$ cat config.mk
export PLATFORM = sky130hd
export DESIGN_NAME = rau_bank_read_port
export DESIGN_NICKNAME = d
export VERILOG_FILES = /design/src/rtl/rau_bank_read_port.sv
export SDC_FILE = /design/constraint.sdc
export NUM_CORES = 1
export LEC_CHECK = 0
export BUFFER_PORTS_ARGS = -buffer_cell sky130_fd_sc_hd__buf_2
export CORE_AREA = 3 3 440 442
export CTS_BUF_LIST = sky130_fd_sc_hd__clkbuf_4
export CTS_CLUSTER_SIZE = 14
export DETAILED_ROUTE_END_ITERATION = 16
export DIE_AREA = 0 0 443 445
export PLACE_DENSITY = 0.3
export SYNTH_ARGS = -nofsm -noshare
export SYNTH_HDL_FRONTEND = slang
export SYNTH_SLANG_ARGS = --single-unit
export TNS_END_PERCENT = 100
$ cat constraint.sdc
create_clock -name clk -period 8.26 [get_ports clk]
set_clock_uncertainty 0.1 [all_clocks]
set_input_delay 1.652 -clock clk [delete_from_list [all_inputs] [get_ports clk]]
set_output_delay 1.652 -clock clk [all_outputs]
set_load 0.005 [all_outputs]
$ cat src/rtl/rau_bank_read_port.sv
// Single-ported register-file bank front end: arbitrates collector-unit operand reads
// against writeback, pairs same-row src1/src2 reads, and returns read data one cycle later.
module rau_bank_read_port #(
    parameter int ADDR_W       = 8,
    parameter int STARVE_LIMIT = 4
) (
    input  logic                clk,
    input  logic                rst,
    input  logic [7:0]          req_vld,
    input  logic [8*ADDR_W-1:0] req_addr,
    output logic [7:0]          req_ack,
    input  logic                wr_req,
    input  logic [ADDR_W-1:0]   wr_addr,
    input  logic [255:0]        wr_data,
    output logic                wr_ready,
    output logic                bank_rd_en,
    output logic [ADDR_W-1:0]   bank_rd_addr,
    output logic                bank_wr_en,
    output logic [ADDR_W-1:0]   bank_wr_addr,
    output logic [255:0]        bank_wr_data,
    input  logic [255:0]        bank_rdata,
    output logic [255:0]        bk_data,
    output logic [2:0]          bk_ocid,
    output logic                bk_vld,
    output logic                bk_bz,
    output logic                same_oc
);

    localparam logic [2:0] STARVE_MAX = 3'(STARVE_LIMIT);

    // Round-robin pick: returns {found, index} of the first set bit at or after ptr, wrapping.
    function automatic logic [3:0] rr_pick(input logic [7:0] vld, input logic [2:0] ptr);
        logic [3:0] res;
        logic [2:0] idx;
        res = 4'b0000;
        for (int k = 7; k >= 0; k--) begin
            idx = ptr + 3'(k);
            if (vld[idx]) begin
                res = {1'b1, idx};
            end else begin
                res = res;
            end
        end
        return res;
    endfunction

    logic [2:0]        rr_ptr_r;
    logic [2:0]        starve_cnt_r;
    logic              bk_vld_r;
    logic              bk_bz_r;
    logic [2:0]        bk_ocid_r;
    logic              same_oc_r;

    logic              any_req_s;
    logic              starve_full_s;
    logic [3:0]        pick_s;
    logic [2:0]        grant_idx_s;
    logic [2:0]        partner_idx_s;
    logic [ADDR_W-1:0] grant_addr_s;
    logic [ADDR_W-1:0] partner_addr_s;
    logic              pair_s;
    logic              wr_acc_s;
    logic              rd_grant_s;
    logic [2:0]        rr_ptr_nxt_s;
    logic [2:0]        starve_cnt_nxt_s;

    // Candidate read selection and src1/src2 same-row pairing
    always_comb begin
        any_req_s      = |req_vld;
        starve_full_s  = (starve_cnt_r == STARVE_MAX);
        pick_s         = rr_pick(req_vld, rr_ptr_r);
        grant_idx_s    = pick_s[2:0];
        partner_idx_s  = grant_idx_s + 3'd1;
        grant_addr_s   = req_addr[grant_idx_s*ADDR_W +: ADDR_W];
        partner_addr_s = req_addr[partner_idx_s*ADDR_W +: ADDR_W];
        // Only an operand-0 winner may drag its operand-1 sibling along
        if (!grant_idx_s[0] && req_vld[partner_idx_s] && (partner_addr_s == grant_addr_s)) begin
            pair_s = 1'b1;
        end else begin
            pair_s = 1'b0;
        end
    end

    // Write-versus-read decision for the single bank port; everything quiet in reset
    always_comb begin
        wr_ready   = 1'b1;
        wr_acc_s   = 1'b0;
        rd_grant_s = 1'b0;
        if (rst) begin
            wr_ready   = !(starve_full_s && any_req_s);
            wr_acc_s   = wr_req && wr_ready;
            rd_grant_s = pick_s[3] && !wr_acc_s;
        end else begin
            wr_ready   = 1'b1;
            wr_acc_s   = 1'b0;
            rd_grant_s = 1'b0;
        end
    end

    // SRAM port drive and requester acknowledges
    always_comb begin
        bank_wr_en   = wr_acc_s;
        bank_wr_addr = wr_addr;
        bank_wr_data = wr_data;
        bank_rd_en   = rd_grant_s;
        bank_rd_addr = grant_addr_s;
        req_ack      = 8'h00;
        if (rd_grant_s) begin
            req_ack[grant_idx_s] = 1'b1;
            if (pair_s) begin
                req_ack[partner_idx_s] = 1'b1;
            end else begin
                req_ack[partner_idx_s] = req_ack[partner_idx_s];
            end
        end else begin
            req_ack = 8'h00;
        end
    end

    // Next round-robin pointer and read-starvation count
    always_comb begin
        rr_ptr_nxt_s     = rr_ptr_r;
        starve_cnt_nxt_s = starve_cnt_r;
        if (rd_grant_s) begin
            rr_ptr_nxt_s = pair_s ? (grant_idx_s + 3'd2) : (grant_idx_s + 3'd1);
        end else begin
            rr_ptr_nxt_s = rr_ptr_r;
        end
        if (!any_req_s || rd_grant_s) begin
            starve_cnt_nxt_s = 3'd0;
        end else if (!starve_full_s) begin
            starve_cnt_nxt_s = starve_cnt_r + 3'd1;
        end else begin
            starve_cnt_nxt_s = starve_cnt_r;
        end
    end

    // Arbitration state and the registered return-channel sideband
    always_ff @(posedge clk or negedge rst) begin
        if (!rst) begin
            rr_ptr_r     <= 3'd0;
            starve_cnt_r <= 3'd0;
            bk_vld_r     <= 1'b0;
            bk_bz_r      <= 1'b0;
            bk_ocid_r    <= 3'd0;
            same_oc_r    <= 1'b0;
        end else begin
            rr_ptr_r     <= rr_ptr_nxt_s;
            starve_cnt_r <= starve_cnt_nxt_s;
            bk_vld_r     <= rd_grant_s;
            bk_bz_r      <= wr_acc_s && any_req_s;
            same_oc_r    <= rd_grant_s && pair_s;
            if (rd_grant_s) begin
                bk_ocid_r <= grant_idx_s;
            end else begin
                bk_ocid_r <= bk_ocid_r;
            end
        end
    end

    // Read data arrives from the SRAM exactly when the sideband registers present it
    assign bk_data = bank_rdata;
    assign bk_vld  = bk_vld_r;
    assign bk_bz   = bk_bz_r;
    assign bk_ocid = bk_ocid_r;
    assign same_oc = same_oc_r;

endmodule

; ---- Yosys cells after proc, flatten, opt, wreduce, memory -nomap -nowiden
; Cells that the tools add are included.
; W data, S select, Z words.
[word_totals]
reg_bits = 12
latchBits = 0
mem_bits_rw = 0
rom_bits = 0
input_bits = 595
output_inout_bits = 545
wordCells = 91
memories = 0
[classes]
n_addsub = 10
mul = 0
div_mod_pow = 0
magnitude_cmp = 12
n_eq_ne = 3
shift = 2
muxes = 42
bitwise_logic = 1
n_reduce_logical = 15
[op_table]
columns = cell, n
row1 = $shiftx A64 B7 Y8, 2
row2 = $lt A3 B4 Y1 const B, 10
row3 = $mux W4, 8
row4 = $bmux W1 S3, 10
row5 = $mux W1, 16
row6 = $mux W8, 2
row7 = $add A3 B3 Y3 const B, 4
row8 = $add A3 B1 Y3 const B, 3
row9 = $add A3 B2 Y3 const B, 3
row10 = $logic_and A1 B1 Y1, 9
row11 = $mux W3, 3
row12 = $bwmux W8, 1
row13 = $eq A8 B8 Y1, 1
row14 = $or A8 B8 Y8, 1
row15 = $reduce_or A8 Y1, 1
row16 = $demux W1 S3, 2
row17 = $ge A3 B1 Y1 const B, 2
row18 = $logic_not A1 Y1, 4
row19 = $eq A3 B3 Y1 const B, 1
row20 = $ne A2 B1 Y1 const B, 1
row21 = $logic_or A1 B1 Y1, 1

; ---- Depth between registers and ports, before layout
[logic_depth]
ltp_word = 20
depth_mapped = 24
mapped_depth_nobuf = 19

; ---- Worst setup path after synthesis
; Ideal clock, no wire load.
[synth_path]
path_type = input to output
startpoint = input port req_vld[7]
endpoint = output port req_ack[1]
arrival_time_ns = 5.795
required_ns = 6.508
setup_slack_ns = 0.713
cell_stages = 19
path_buffers = 4
path_cell_list = mux4_1 -> mux2_2 -> nor2_2 -> a31oi_4 -> a21boi_2 -> buf_6 -> inv_4 -> buf_6 -> ha_1 -> clkbuf_1 -> clkbuf_1 -> nor2_1 -> o21a_1 -> a211oi_1 -> o221ai_1 -> xor2_1 -> nor4_4 -> nand2_2 -> o31ai_1
[synth_between]
elab_chain_len = 19
word_cells_on_any_way = 57
classes_between = add/sub: 1 / order compare: 4 / eq/ne: 1 / shift: 2 / mux: 37 / bitwise: 1 / reduce/logical: 11
[synth_rtl]
columns = item, line
row1 = "start, declared", 9  ; input logic [7:0] req_vld,
row2 = $bmux W1 S3, 38  ; if (vld[idx]) begin
row3 = $mux W1 (not written as such), 38
row4 = $mux W4 (7 in a row), 38
row5 = $mux W4 *, 38
row6 = named net pick_s[0], 56  ; logic [3:0] pick_s;
row7 = "parallel branches: the longest is 7 deep, another holds $add A3 B1 Y3", n/a
row8 = $mux W8 *, 110  ; if (pair_s) begin
row9 = $mux W8 *, 108  ; if (rd_grant_s) begin
row10 = "end, declared", 11  ; output logic [7:0] req_ack,
; Mark *: on every way through the listed nets, which the timed path passes. The select of a mux whose other input is x is not followed.

; ---- Worst setup path after layout
[layout_path]
startpoint = input port req_vld[7]
endpoint = output port req_ack[3]
[layout_between]
elab_chain_len = 19
word_cells_on_any_way = 57
classes_between = add/sub: 1 / order compare: 4 / eq/ne: 1 / shift: 2 / mux: 37 / bitwise: 1 / reduce/logical: 11
[layout_rtl]
columns = item, line
row1 = "parallel branches: the longest is 18 deep, another holds $add A3 B1 Y3", n/a
row2 = $mux W8 *, 108
; Every way passes the cells marked *. The select of a mux whose other input is x is not followed.

==> flow_summary.json <==
{
  "drive_above_1_share_pct": 40.8,
  "io_buffers": 99,
  "area_growth_pct": 0.924,
  "post_cts_buffers": 0,
  "setup.worst_path.start_class": "input port",
  "period_minus_slack_ps": 7950,
  "synth_commonest_cells": "buf_4 (520), mux2i_1 (30), nand2_1 (25), nand3_1 (25), a21oi_1 (24)",
  "ant_nets": 0,
  "synthFlopType": "dfrtp_1",
  "cts.hold.buffers_added": 0,
  "rsz0062_at_grt": "false",
  "p_sw_share_pct": 62.2,
  "hold_viol_final": 0,
  "cts_max_level": 1,
  "ys_seq_area_share_pct": 4.18,
  "grt_pass1_vias": 5189,
  "via_per_inst": 1.74,
  "internal_power_mw": 1.82,
  "clk_pin_slew_ps": 90,
  "num_rows": 160,
  "synthArstFlopShare_pct": 100,
  "grt_pass1_wl_mm": 100,
  "p_switching_mw": 3.00,
  "syn_nets": 1512,
  "cts_num_sinks": 12,
  "cts_max_path_buffers": 2,
  "endpoint_kind": "output port",
  "fmax_mhz": 126,
  "drcViolationCount": 0,
  "vdd_drop_max_mv": 0.538,
  "clockRootBuffer": "clkbuf_4",
  "clock_latency_ps": 350,
  "start_util_pct": 3.78,
  "cts_made_buffers": 3,
  "required_ps": 6510,
  "pin_count": 1140,
  "globalRouteMet2Util_pct": 14.4,
  "status": "finished clean",
  "cts_tree": "yes",
  "fin_crit_sh_pct": 96.3,
  "p_clk_share_pct": 1.1,
  "die_h_um": 445,
  "synth_area_sq_um": 7180,
  "grt_util_met3_pct": 9.24,
  "p_leak_nw": 1.89,
  "top_usage_layer": "met2",
  "combPwrFrac_pct": 96.6,
  "maxSlewHeadroom_pct": 51.3,
  "place.gp.congestion": 0.699,
  "drv_cap": 0,
  "num_vias": 5278,
  "routed_wl_mm": 88.6,
  "grt_use_met1_pct": 6.39,
  "grt_overflow": 0,
  "dr.first_iter.drc_count": 464,
  "setup_viol_count_final": 0,
  "die_area_sq_um": 197000,
  "power.density_nw_per_um2": 665,
  "worst-path-max-fanout": 15,
  "grt_use_total_pct": 8.52,
  "drt_pass1_iterations": 5,
  "yosysMostFrequentCell": "buf_4",
  "grt_antenna_before_repair": 38,
  "critPathArrivalTime_ps": 6200,
  "netlist-cell-type-count": 81,
  "syn_avg_cell_area_sq_um": 7.91,
  "seqPwrFrac_pct": 2.3,
  "postLayoutCoreUtil_pct": 3.81,
  "yosys_warnings": 0,
  "synth-seq-cells": 12,
  "synth_edf_count": 0,
  "synth_top_area_cell": "buf_4",
  "min_path_type": "reg2reg",
  "wl_per_cell_um": 29.2,
  "die_w_um": 443,
  "netlist_instances": 908,
  "power.total_mw": 4.82,
  "worst_slew_pin_slew_ps": 729,
  "yosys.area.top_type_share_pct": 54.4,
  "nets": 1120,
  "hpwl_mm": 81.2,
  "grt_max_degree": 38,
  "ys_top_cells_by_area": "buf_4 (54%), mux4_2 (4.4%), dfrtp_1 (4.2%), mux2i_1 (4.2%), mux2_2 (1.9%)",
  "path_class": "in2out",
  "maxSlewViolCount": 0,
  "coreArea_sq_um": 190000,
  "fillers": 22500
}
[metal layers]
layer	wire, um	vias up
met1	22600	2328
met2	42800	905
met5	978	-
li1	-	1817
met4	1720	42
met3	20600	186
[metrics by stage]
stage	instance area, sq um	std cells	setup TNS (ps)	hold slack, ps	worst slack (ps)
floorplan	7180	908	0	373	713
global placement	7190	3022	0	405	39.0
detailed placement	7190	3022	-15.5	441	-15.5
CTS	7220	3026	0	467	164
global route	7230	3028	0	486	19.2
finish	7250	3034	0	450	308
[registers in the layout, indices dropped and copies added (netlist names)]
name,flops
bk_vld,1
same_oc,1
starve_cnt_r,3
bk_bz,1
rr_ptr_r,3
bk_ocid,3
[worst paths after layout]
path	startpoint	end	slack (ps)	cells past startpoint
max	req_vld[7]	req_ack[3]	310	20
min	bk_ocid[0]$_DFFE_PN0P_	bk_ocid[0]$_DFFE_PN0P_	450	2
max reg2reg	rr_ptr_r[0]$_DFFE_PN0P_	rr_ptr_r[1]$_DFFE_PN0P_	2710	20
min reg2reg	bk_ocid[0]$_DFFE_PN0P_	bk_ocid[0]$_DFFE_PN0P_	450	2
max in group asynchronous	rst	rr_ptr_r[0]$_DFFE_PN0P_	6570	1
min in group asynchronous	rst	bk_vld$_DFF_PN0_	1130	1
[cell type report]
type / count / area, sq um / share of cell area [%]
sequential: 12 / 300 / 4.14
inverter: 16 / 62.6 / 0.863
timing repair buffer: 147 / 931 / 12.8
multi-input combinational: 336 / 2760 / 38.1
tap: 2511 / 3140 / 43.4
antenna: 8 / 20.0 / 0.276
clock buffer: 3 / 22.5 / 0.311
clock inverter: 1 / 3.75 / 0.0518
[worst max-delay path, cell delays in order]
cell	delay [ps]
buf_2	150
mux4_2	550
mux2i_4	330
o2111ai_1	210
o211ai_2	130
a21boi_4	270
inv_4	40
ha_1	250
inv_1	180
a21oi_2	50
buf_4	220
o21ai_0	230
a211o_1	150
or4b_1	480
xnor2_2	300
o2111a_1	270
nand2_2	90
buf_12	160
o31ai_1	270
buf_2	160
[power groups by stage]
stage | registers [mW] | logic [mW] | clock network (mW)
floorplan | 0.0972 | 2.70 | 0
global placement | 0.114 | 4.94 | 0
detailed placement | 0.113 | 4.91 | 0
CTS | 0.112 | 4.93 | 0.0617
global route | 0.115 | 5.13 | 0.0589
finish | 0.111 | 4.66 | 0.0520
[kinds of logic (layout without fill, tap and decap cells)]
family	after synthesis	in the layout	share of synthesized area (%)
other	0	8	0
muxes	68	68	12.8
xor gates and xnor gates	10	10	1.22
buffers and inverters	560	167	57.6
AOI/OAI and AO/OA	137	137	13.9
DFF	12	12	4.18
adders and majority gates	9	9	1.57
and+or+nand+nor	112	112	8.77
[cells in the final DEF, fill, tap and decap left out, types with 5 or more instances in the layout]
cell	instances
xnor2_1	5
nor3b_1	5
o22ai_1	20
a21oi_1	24
mux2_1	8
nor2_1	16
a211oi_1	5
mux2_2	12
buf_2	99
buf_4	42
nand3_1	25
a221oi_1	8
ha_1	9
diode_2	8
and3_1	5
nor3_1	7
inv_1	11
o21ai_1	8
o21ai_0	16
dfrtp_1	12
nand2_1	25
mux2i_1	29
mux4_2	15
buf_12	6
o32ai_1	5
[what timing repair did]
item                                    4_1_cts  5_1_grt
cloned                                        0        0
endpoints found under the setup margin        3        4
gates resized for setup                       1        4
pin swaps                                     0        2
(Power assumes the default switching activity.)
